[src/rtl/eq_seq_ctrl.sv]
// eq_seq_ctrl: sequential wide-operand equality controller.
// The operands are captured on an accepted start. They are then compared LSB-first,
// 2 bits per cycle, through a single 2-bit equality slice. The walk stops at the
// first mismatching slice, and the block reports the equal/not-equal result
// together with the index of that slice.

// eq2: 2-bit equality slice; the only equality logic used by the controller.
module eq2 (
  input  logic [1:0] x,
  input  logic [1:0] y,
  output logic       e
);
  assign e = (x == y);
endmodule

module eq_seq_ctrl #(
  parameter int W  = 8,
  parameter int IW = 2
) (
  input  logic          clk,
  input  logic          reset_n,
  input  logic          start,
  input  logic [W-1:0]  a,
  input  logic [W-1:0]  b,
  output logic          ready,
  output logic          done,
  output logic          aeqb,
  output logic [IW-1:0] mism_idx
);

  localparam int S = W / 2;
  localparam logic [IW-1:0] LAST_IDX = IW'(S - 1);

  typedef enum logic [1:0] {
    IDLE = 2'd0,
    CMP  = 2'd1,
    DONE = 2'd2
  } state_t;

  state_t        state;
  logic [W-1:0]  ra;
  logic [W-1:0]  rb;
  logic [IW-1:0] idx;
  logic [1:0]    slice_a;
  logic [1:0]    slice_b;
  logic          e;

  // Handshake outputs are decoded directly from the state register.
  assign ready = (state == IDLE);
  assign done  = (state == DONE);

  // Select the slice addressed by idx from each stored operand.
  always_comb begin
    // NOTE: defaults written first keep this block purely combinational (no latch).
    slice_a = 2'b00;
    slice_b = 2'b00;
    for (int j = 0; j < S; j++) begin
      if (idx == IW'(j)) begin
        slice_a = ra[2*j +: 2];
        slice_b = rb[2*j +: 2];
      end
    end
  end

  eq2 u_eq2 (
    .x (slice_a),
    .y (slice_b),
    .e (e)
  );

  // Control FSM with the operand copies, the slice counter and the registered result.
  always_ff @(posedge clk or negedge reset_n) begin
    if (!reset_n) begin
      state    <= IDLE;
      ra       <= '0;
      rb       <= '0;
      idx      <= '0;
      aeqb     <= 1'b0;
      mism_idx <= '0;
    end else begin
      // NOTE: non-blocking assignments so every register sees pre-edge values.
      case (state)
        IDLE: begin
          if (start) begin
            ra    <= a;
            rb    <= b;
            idx   <= '0;
            state <= CMP;
          end
        end
        CMP: begin
          if (!e) begin
            aeqb     <= 1'b0;
            mism_idx <= idx;
            state    <= DONE;
          end else if (idx == LAST_IDX) begin
            aeqb     <= 1'b1;
            mism_idx <= '0;
            state    <= DONE;
          end else begin
            idx <= idx + 1'b1;
          end
        end
        DONE: state <= IDLE;
        // NOTE: the unused encoding recovers to IDLE instead of locking up.
        default: state <= IDLE;
      endcase
    end
  end

endmodule

[config.mk]
export PLATFORM = sky130hd
export DESIGN_NAME = eq_seq_ctrl
export DESIGN_NICKNAME = d
export VERILOG_FILES = /design/src/rtl/eq_seq_ctrl.sv
export SDC_FILE = /design/constraint.sdc
export NUM_CORES = 1
export LEC_CHECK = 0
export CAP_MARGIN = 15
export CORE_MARGIN = 5
export CORE_UTILIZATION = 33
export DETAILED_ROUTE_END_ITERATION = 10
export HOLD_SLACK_MARGIN = 0.02
export PLACE_DENSITY = 0.68
export SLEW_MARGIN = 10
export SYNTH_ARGS = -nofsm -noshare
export SYNTH_HDL_FRONTEND = slang
export SYNTH_HIERARCHICAL = 1
export SYNTH_SLANG_ARGS = --single-unit
[constraint.sdc]
create_clock -name clk -period 2.1 [get_ports clk]
set_input_delay 0.315 -clock clk [delete_from_list [all_inputs] [get_ports clk]]
set_output_delay 0.315 -clock clk [all_outputs]
set_load 0.1 [all_outputs]
==> results.yml, run 1 <==
place:
  routabilityCongestion: 0.806
  dp_hpwl_mm: 1.70
  port_buffers: 23
  placed_cells: 164
  placed_cell_area_sq_um: 1500
timing:
  report.final.slew_viol_count: 0
  hold-worst-slack_ns: 0.334
  finalSetupViolCount: 2
  clock.fmax_ghz: 0.464
  setup_slack_ns: -0.0534
  hold_viol: 0
  slew-limit-headroom_pct: 80.8
  fin_crit_sh_pct: 103
  max_slew.worst_pin.slew_ns: 0.288
  min_period_ns: 2.15
  rsz0062_at_grt: "yes"
  skew_ns: 0.00800
die:
  ios: 24
  core_sq_um: 3360
  dieArea_sq_um: 4800
  floorplan.initialDensity_pct: 34.5
  die_y_um: 69.3
  die_w_um: 69.3
  num_rows: 21
logic_synthesis:
  seq_area_frac_synth_pct: 49.6
  syn-num-nets: 113
  ys_types: 24
  ys_seq_elements: 23
  ys_warn_count: 6
  synth_area_sq_um: 1160
  avgSynthCellArea_sq_um: 12.9
  syn_inst: 90
worst_setup_path:
  cp_max_fo: 3
  worstSetupPathType: "flop to flop"
  slowest_stage: "dfrtp_2"
  cp_top_family: "compound AO/OA/AOI/OAI gates"
  required_ns: 2.32
  endpoint_kind: "flop"
  slowest_delay_ns: 0.44
  crit_arrival_ns: 2.37
  crit_buf_inv: 1
  cp_cell_sequence: "inv_2 > ha_4 > nor2b_4 > a221oi_2 > o31ai_2 > xor2_1 > nor2_2 > nand2b_1 > mux2_4 > a22o_1"
  critPathLaunchType: "flop"
finish:
  area_growth_pct: 38.9
  diodes: 0
  fin_area_sq_um: 1610
  instances_no_fill: 170
  drive_above_1_share_pct: 44.4
  fill_cells: 334
  regArea_sq_um: 577
  nNetsFinal: 148
  multi_input_area_sq_um: 632
  postLayoutCoreUtil_pct: 48.0
drt:
  drc: 0
  vias: 799
  final_antenna_net_count: 0
  first_iter_violations: 18
  wl_per_cell_um: 13.5
  drt_wl_total_mm: 2.30
  drt-pass1-iter-count: 4
  via_per_inst: 4.70
grt:
  antenna_found_initial: 0
  grt_pass1_wl_mm: 3.96
  grt.overflow.total: 0
  grt_max_degree: 24
  grt_usage_pct: 10.2
  grt_pass1_vias: 864
clocking:
  clock_sinks: 23
  cts_tree: "built"
  cts.clk_slew.worst_paths_ns: 0.12
  clk_latency_ns: 0.31
  cts_buffer_depth: 2
  h-tree-depth: 1
  cts_root_buffer: "clkbuf_4"
  ctsHoldBuffers: 0
  cts_buffers: 3
outcome:
  run_status: "complete, but fails checks"
  violations: "negative setup slack"
power:
  ir_worst_vdd_uv: 601
  powerDensity_nw_per_um2: 1650
  p_leak_nw: 0.721
  total_power_mw: 2.67
worst_hold_path:
  hold_class: "input pin to asynchronous set/reset pin"
run:
  drv_cap: 0
registers in the layout, indices dropped and copies added (netlist names):
signal	flops
ra	8
mism_idx	2
state	2
idx	2
aeqb	1
rb	8
synth_stat cells:
cell type	number	area share, %
o21ai_0	1	0.43
nor2_2	1	0.54
nor3b_1	1	0.65
a21oi_1	3	1.3
mux2_2	8	7.8
nand2b_1	1	0.54
buf_2	1	0.43
o31ai_1	3	1.9
and2_4	1	0.75
ha_1	4	4.3
buf_6	1	0.97
xor2_1	2	1.5
buf_12	1	1.7
dfrtp_1	23	50
and2b_1	1	0.65
nor2_1	3	0.97
or2b_1	1	0.65
a221oi_1	3	2.3
o21bai_1	2	1.3
inv_1	4	1.3
nor2b_1	5	2.7
a22o_1	6	4.5
mux2_4	9	12
nand2_1	5	1.6
cells by family after synthesis:
logic type      count (synthesis)  share of synthesized area (%)
flops                          23                           49.6
simple gates                   19                           9.05
compound gates                 18                           11.7
mux                            17                           19.4
buf+inv                         7                           4.42
fa+ha+maj                       4                           4.31
xor+xnor                        2                           1.51
power breakdown:
group	switching (mW)	internal, mW	total (mW)
clock network	0.129	0.0743	0.203
registers	0.164	0.649	0.813
logic	0.817	0.832	1.65
what timing repair did:
action | CTS | global route
cloned | 0 | 0
buffers inserted | 2 | 0
pin swaps | 8 | 2
resized for setup | 12 | 6
endpoints found under the setup margin | 4 | 7
layout by cell type, fill, tap and decap left out, types with 2 or more instances in the layout:
| cell type | count |
|---|---|
| nor2_2 | 2 |
| o31ai_2 | 3 |
| nor2b_1 | 4 |
| o21bai_1 | 2 |
| mux2_4 | 10 |
| dfrtp_1 | 22 |
| inv_2 | 2 |
| clkdlybuf4s50_1 | 18 |
| inv_1 | 2 |
| ha_2 | 2 |
| clkbuf_4 | 3 |
| a21oi_1 | 3 |
| a22o_1 | 6 |
| buf_4 | 14 |
| a221oi_2 | 3 |
| nand2_1 | 4 |
| xor2_1 | 2 |
| mux2_2 | 7 |
| ha_4 | 2 |
final timing paths:
path / startpoint / endpoint / slack, ns / depth (start not counted)
worst max-delay path: idx[0]$_DFFE_PN0P_ / idx[0]$_DFFE_PN0P_ / -0.05 / 10
worst min-delay path: reset_n / rb[4]$_DFFE_PN0P_ / 0.33 / 2
worst max register to register: idx[0]$_DFFE_PN0P_ / idx[0]$_DFFE_PN0P_ / -0.05 / 10
worst min register to register: mism_idx[1]$_DFFE_PN0P_ / mism_idx[1]$_DFFE_PN0P_ / 0.52 / 1
max in group asynchronous: reset_n / idx[0]$_DFFE_PN0P_ / 1.53 / 2
min in group clk: mism_idx[1]$_DFFE_PN0P_ / mism_idx[1]$_DFFE_PN0P_ / 0.52 / 1
metal layers:
| layer | GRT usage, % | wire length, um |
|---|---|---|
| met1 | 12.0 | 952 |
| met4 | 4.99 | 42 |
| met2 | 17.5 | 1200 |
| met3 | 2.32 | 102 |
| met5 | 0 | 0 |
metrics by stage:
step                      TNS [ns]  worst slack [ns]
after global routing        -0.576            -0.172
final                      -0.0890           -0.0534
after global placement      -0.168            -0.100
after CTS                   -0.282            -0.119
after detailed placement    -0.488            -0.150
after floorplan                  0           0.00631
area by class of cell:
type	count	area share (%)
clock buffers	4	1.63
inverters	4	0.931
multi-input cells	60	39.2
flip-flops and latches	23	35.8
well taps	46	3.57
repair buffers	33	18.9
(Power assumes the default switching activity.)
==> inputs of run 2 (changes only) <==
Settings changed: CORE_UTILIZATION 33 to 44, PLACE_DENSITY 0.68 to 0.84, SYNTH_HIERARCHICAL 1 to not set.
==> run 2 against run 1 <==
Non-clock buffer count fell by 8. Largest cell class is now flip-flops and latches. Critical path type unchanged. Critical endpoint unchanged. The run now ends clean. Core utilization rose by 8.6 points. Register-to-register slack improved by 0.32 ns.
==> results.yml, run 2 <==
drt:
  drc: 0
  first_iter_violations: 15
  final_antenna_net_count: 0
  vias: 691
  drt-pass1-iter-count: 3
  wl_per_cell_um: 13.1
  via_per_inst: 4.97
  drt_wl_total_mm: 1.83
logic_synthesis:
  avgSynthCellArea_sq_um: 13.2
  synthArstFlopShare_pct: 100
  synth.largest_area_cell: "dfrtp_1"
  ys_seq_elements: 23
  yosysMostFrequentCell: "dfrtp_1"
  ys_types: 22
  ys_warn_count: 0
  synthFlopType: "dfrtp_1"
  synth_area_sq_um: 1080
  seq_area_frac_synth_pct: 53.2
  syn-num-nets: 105
  yosys-top-cells-area: "dfrtp_1, mux2_2, xor2_1"
  syn_inst: 82
  yosys.area.top_type_share_pct: 53.2
  synthTopCellsByCount: "dfrtp_1, mux2_2, xor2_1"
  synth_edf_count: 0
power:
  power.internal_mw: 1.18
  swShare_pct: 43.2
  combPwrFrac_pct: 51.7
  clkPwrFrac_pct: 9.6
  ir_worst_vdd_uv: 1140
  powerDensity_nw_per_um2: 1520
  p_leak_nw: 0.610
  p_switching_mw: 0.897
  total_power_mw: 2.07
  pwr-share-seq_pct: 38.8
die:
  dieArea_sq_um: 3550
  die_y_um: 59.6
  core_sq_um: 2410
  die_w_um: 59.6
  ios: 24
  num_rows: 18
  floorplan.initialDensity_pct: 44.9
place:
  placed_cell_area_sq_um: 1340
  dp_hpwl_mm: 1.43
  port_buffers: 23
  place_ws_ns: 0.291
  routabilityCongestion: 0.777
  placed_cells: 135
worst_setup_path:
  cp_cell_sequence: "inv_1 > ha_1 > inv_1 > nor3_2 > a31oi_2 > nor2_2 > mux2_1"
  cp_common_cell: "inv_1"
  slowest_delay_ns: 0.44
  crit_arrival_ns: 2.03
  slowest_stage: "dfrtp_1"
  required_ns: 2.30
  r2r_cells: 7
  critPathLaunchType: "flop"
  worstSetupPathType: "flop to flop"
  rrSetupSlack_ns: 0.27
  cp_max_fo: 4
  endpoint_kind: "flop"
run:
  drv_cap: 0
finish:
  final_cell_mix: "dfrtp_1, clkdlybuf4s50_1, mux2_2"
  drive_above_1_share_pct: 28.4
  reg.largest.list: "ra (8), rb (8)"
  nNetsFinal: 133
  fin_area_sq_um: 1360
  area_growth_pct: 26.0
  final_common_cell: "dfrtp_1"
  instances_no_fill: 139
  fill_cells: 201
  postLayoutCoreUtil_pct: 56.6
  diodes: 0
clocking:
  cts_buffer_depth: 2
  h-tree-depth: 1
  ctsHoldBuffers: 0
  cts_buffers: 3
  cts_root_buffer: "clkbuf_4"
  cts_resized: 0
  cts.clk_slew.worst_paths_ns: 0.11
  cts_tree: "built"
  postCtsSetupRepairBufs: 0
  clk_latency_ns: 0.31
  clock_sinks: 23
grt:
  antenna_found_initial: 0
  grt_pass1_vias: 779
  grt.overflow.total: 0
  grt_max_degree: 24
  grt_pass1_wl_mm: 3.40
  grt_usage_pct: 12.9
timing:
  clock.fmax_ghz: 0.546
  max_slew.worst_pin.slew_ns: 0.283
  setup_slack_ns: 0.269
  hold-worst-slack_ns: 0.341
  hold_viol: 0
  report.final.slew_viol_count: 0
  setup_tns_ns: 0
  fin_crit_sh_pct: 87.2
  skew_ns: 0.00188
  min_period_ns: 1.83
  finalSetupViolCount: 0
  slew-limit-headroom_pct: 81.1
  rsz0062_at_grt: "no"
worst_hold_path:
  hold_class: "input pin to asynchronous set/reset pin"
outcome:
  run_status: "finished, final reports clean"
-- run 2: cell types whose count changed in the layout (fill, tap and decap cells not counted), moves of 3 or more --
cell	change
a221oi_2	-3
a22o_1	-4
buf_4	-7
ha_1	+4
mux2_2	+9
mux2_4	-10
nand2_1	-4
o21ai_1	+3
o31ai_2	-3
xor2_1	+6
-- run 2: worst paths after layout --
kind	end	startpoint
worst min-delay path	ra[4]$_DFFE_PN0P_	reset_n
worst max register to register	idx[0]$_DFFE_PN0P_	idx[0]$_DFFE_PN0P_
min in group clk	mism_idx[1]$_DFFE_PN0P_	mism_idx[1]$_DFFE_PN0P_
max in group asynchronous	rb[2]$_DFFE_PN0P_	reset_n
worst max-delay path	idx[0]$_DFFE_PN0P_	idx[0]$_DFFE_PN0P_
worst min register to register	mism_idx[1]$_DFFE_PN0P_	mism_idx[1]$_DFFE_PN0P_
-- run 2: final cells by class --
type	count	area, sq um	share of cell area [%]
clock buffers	4	26.3	1.93
inverters	4	15.0	1.10
multi-input cells	53	477	35.0
flip-flops and latches	23	576	42.2
repair buffers	25	233	17.1
well taps	30	37.5	2.75
-- run 2: critical path, delay by kind of cell (launching register included) --
kind	cells	cell delay, ns
simple gates	2	0.46
flops	1	0.44
mux	1	0.35
buf+inv	2	0.22
fa+ha+maj	1	0.18
compound gates	1	0.08
-- run 2: kinds of logic after synthesis --
logic type	Yosys count	synth area share, %
compound gates	11	7.17
xor+xnor	8	6.47
fa+ha+maj	4	4.62
buf+inv	6	3.47
flops	23	53.2
mux	18	18.7
simple gates	12	6.36
-- run 2: per-layer routing --
| layer | wire length, um | track usage [%] |
|---|---|---|
| met1 | 693 | 14.2 |
| met2 | 979 | 22.0 |
| met3 | 97 | 2.40 |
| met4 | 55 | 9.18 |
| met5 | 0 | 0 |
-- run 2: power groups by stage --
stage	Sequential, mW	Combinational (mW)	Clock (mW)
after global routing	0.833	1.16	0.224
after floorplan	0.959	0.712	0
after detailed placement	0.818	1.08	0
after CTS	0.807	1.09	0.212
after global placement	0.803	1.05	0
final	0.804	1.07	0.199
==> inputs of run 3 (changes only) <==
Settings changed: CTS_CLUSTER_SIZE set to 20.
==> results of run 3 <==
Same layout as run 2: the final DEF is identical, and so are final timing and power.
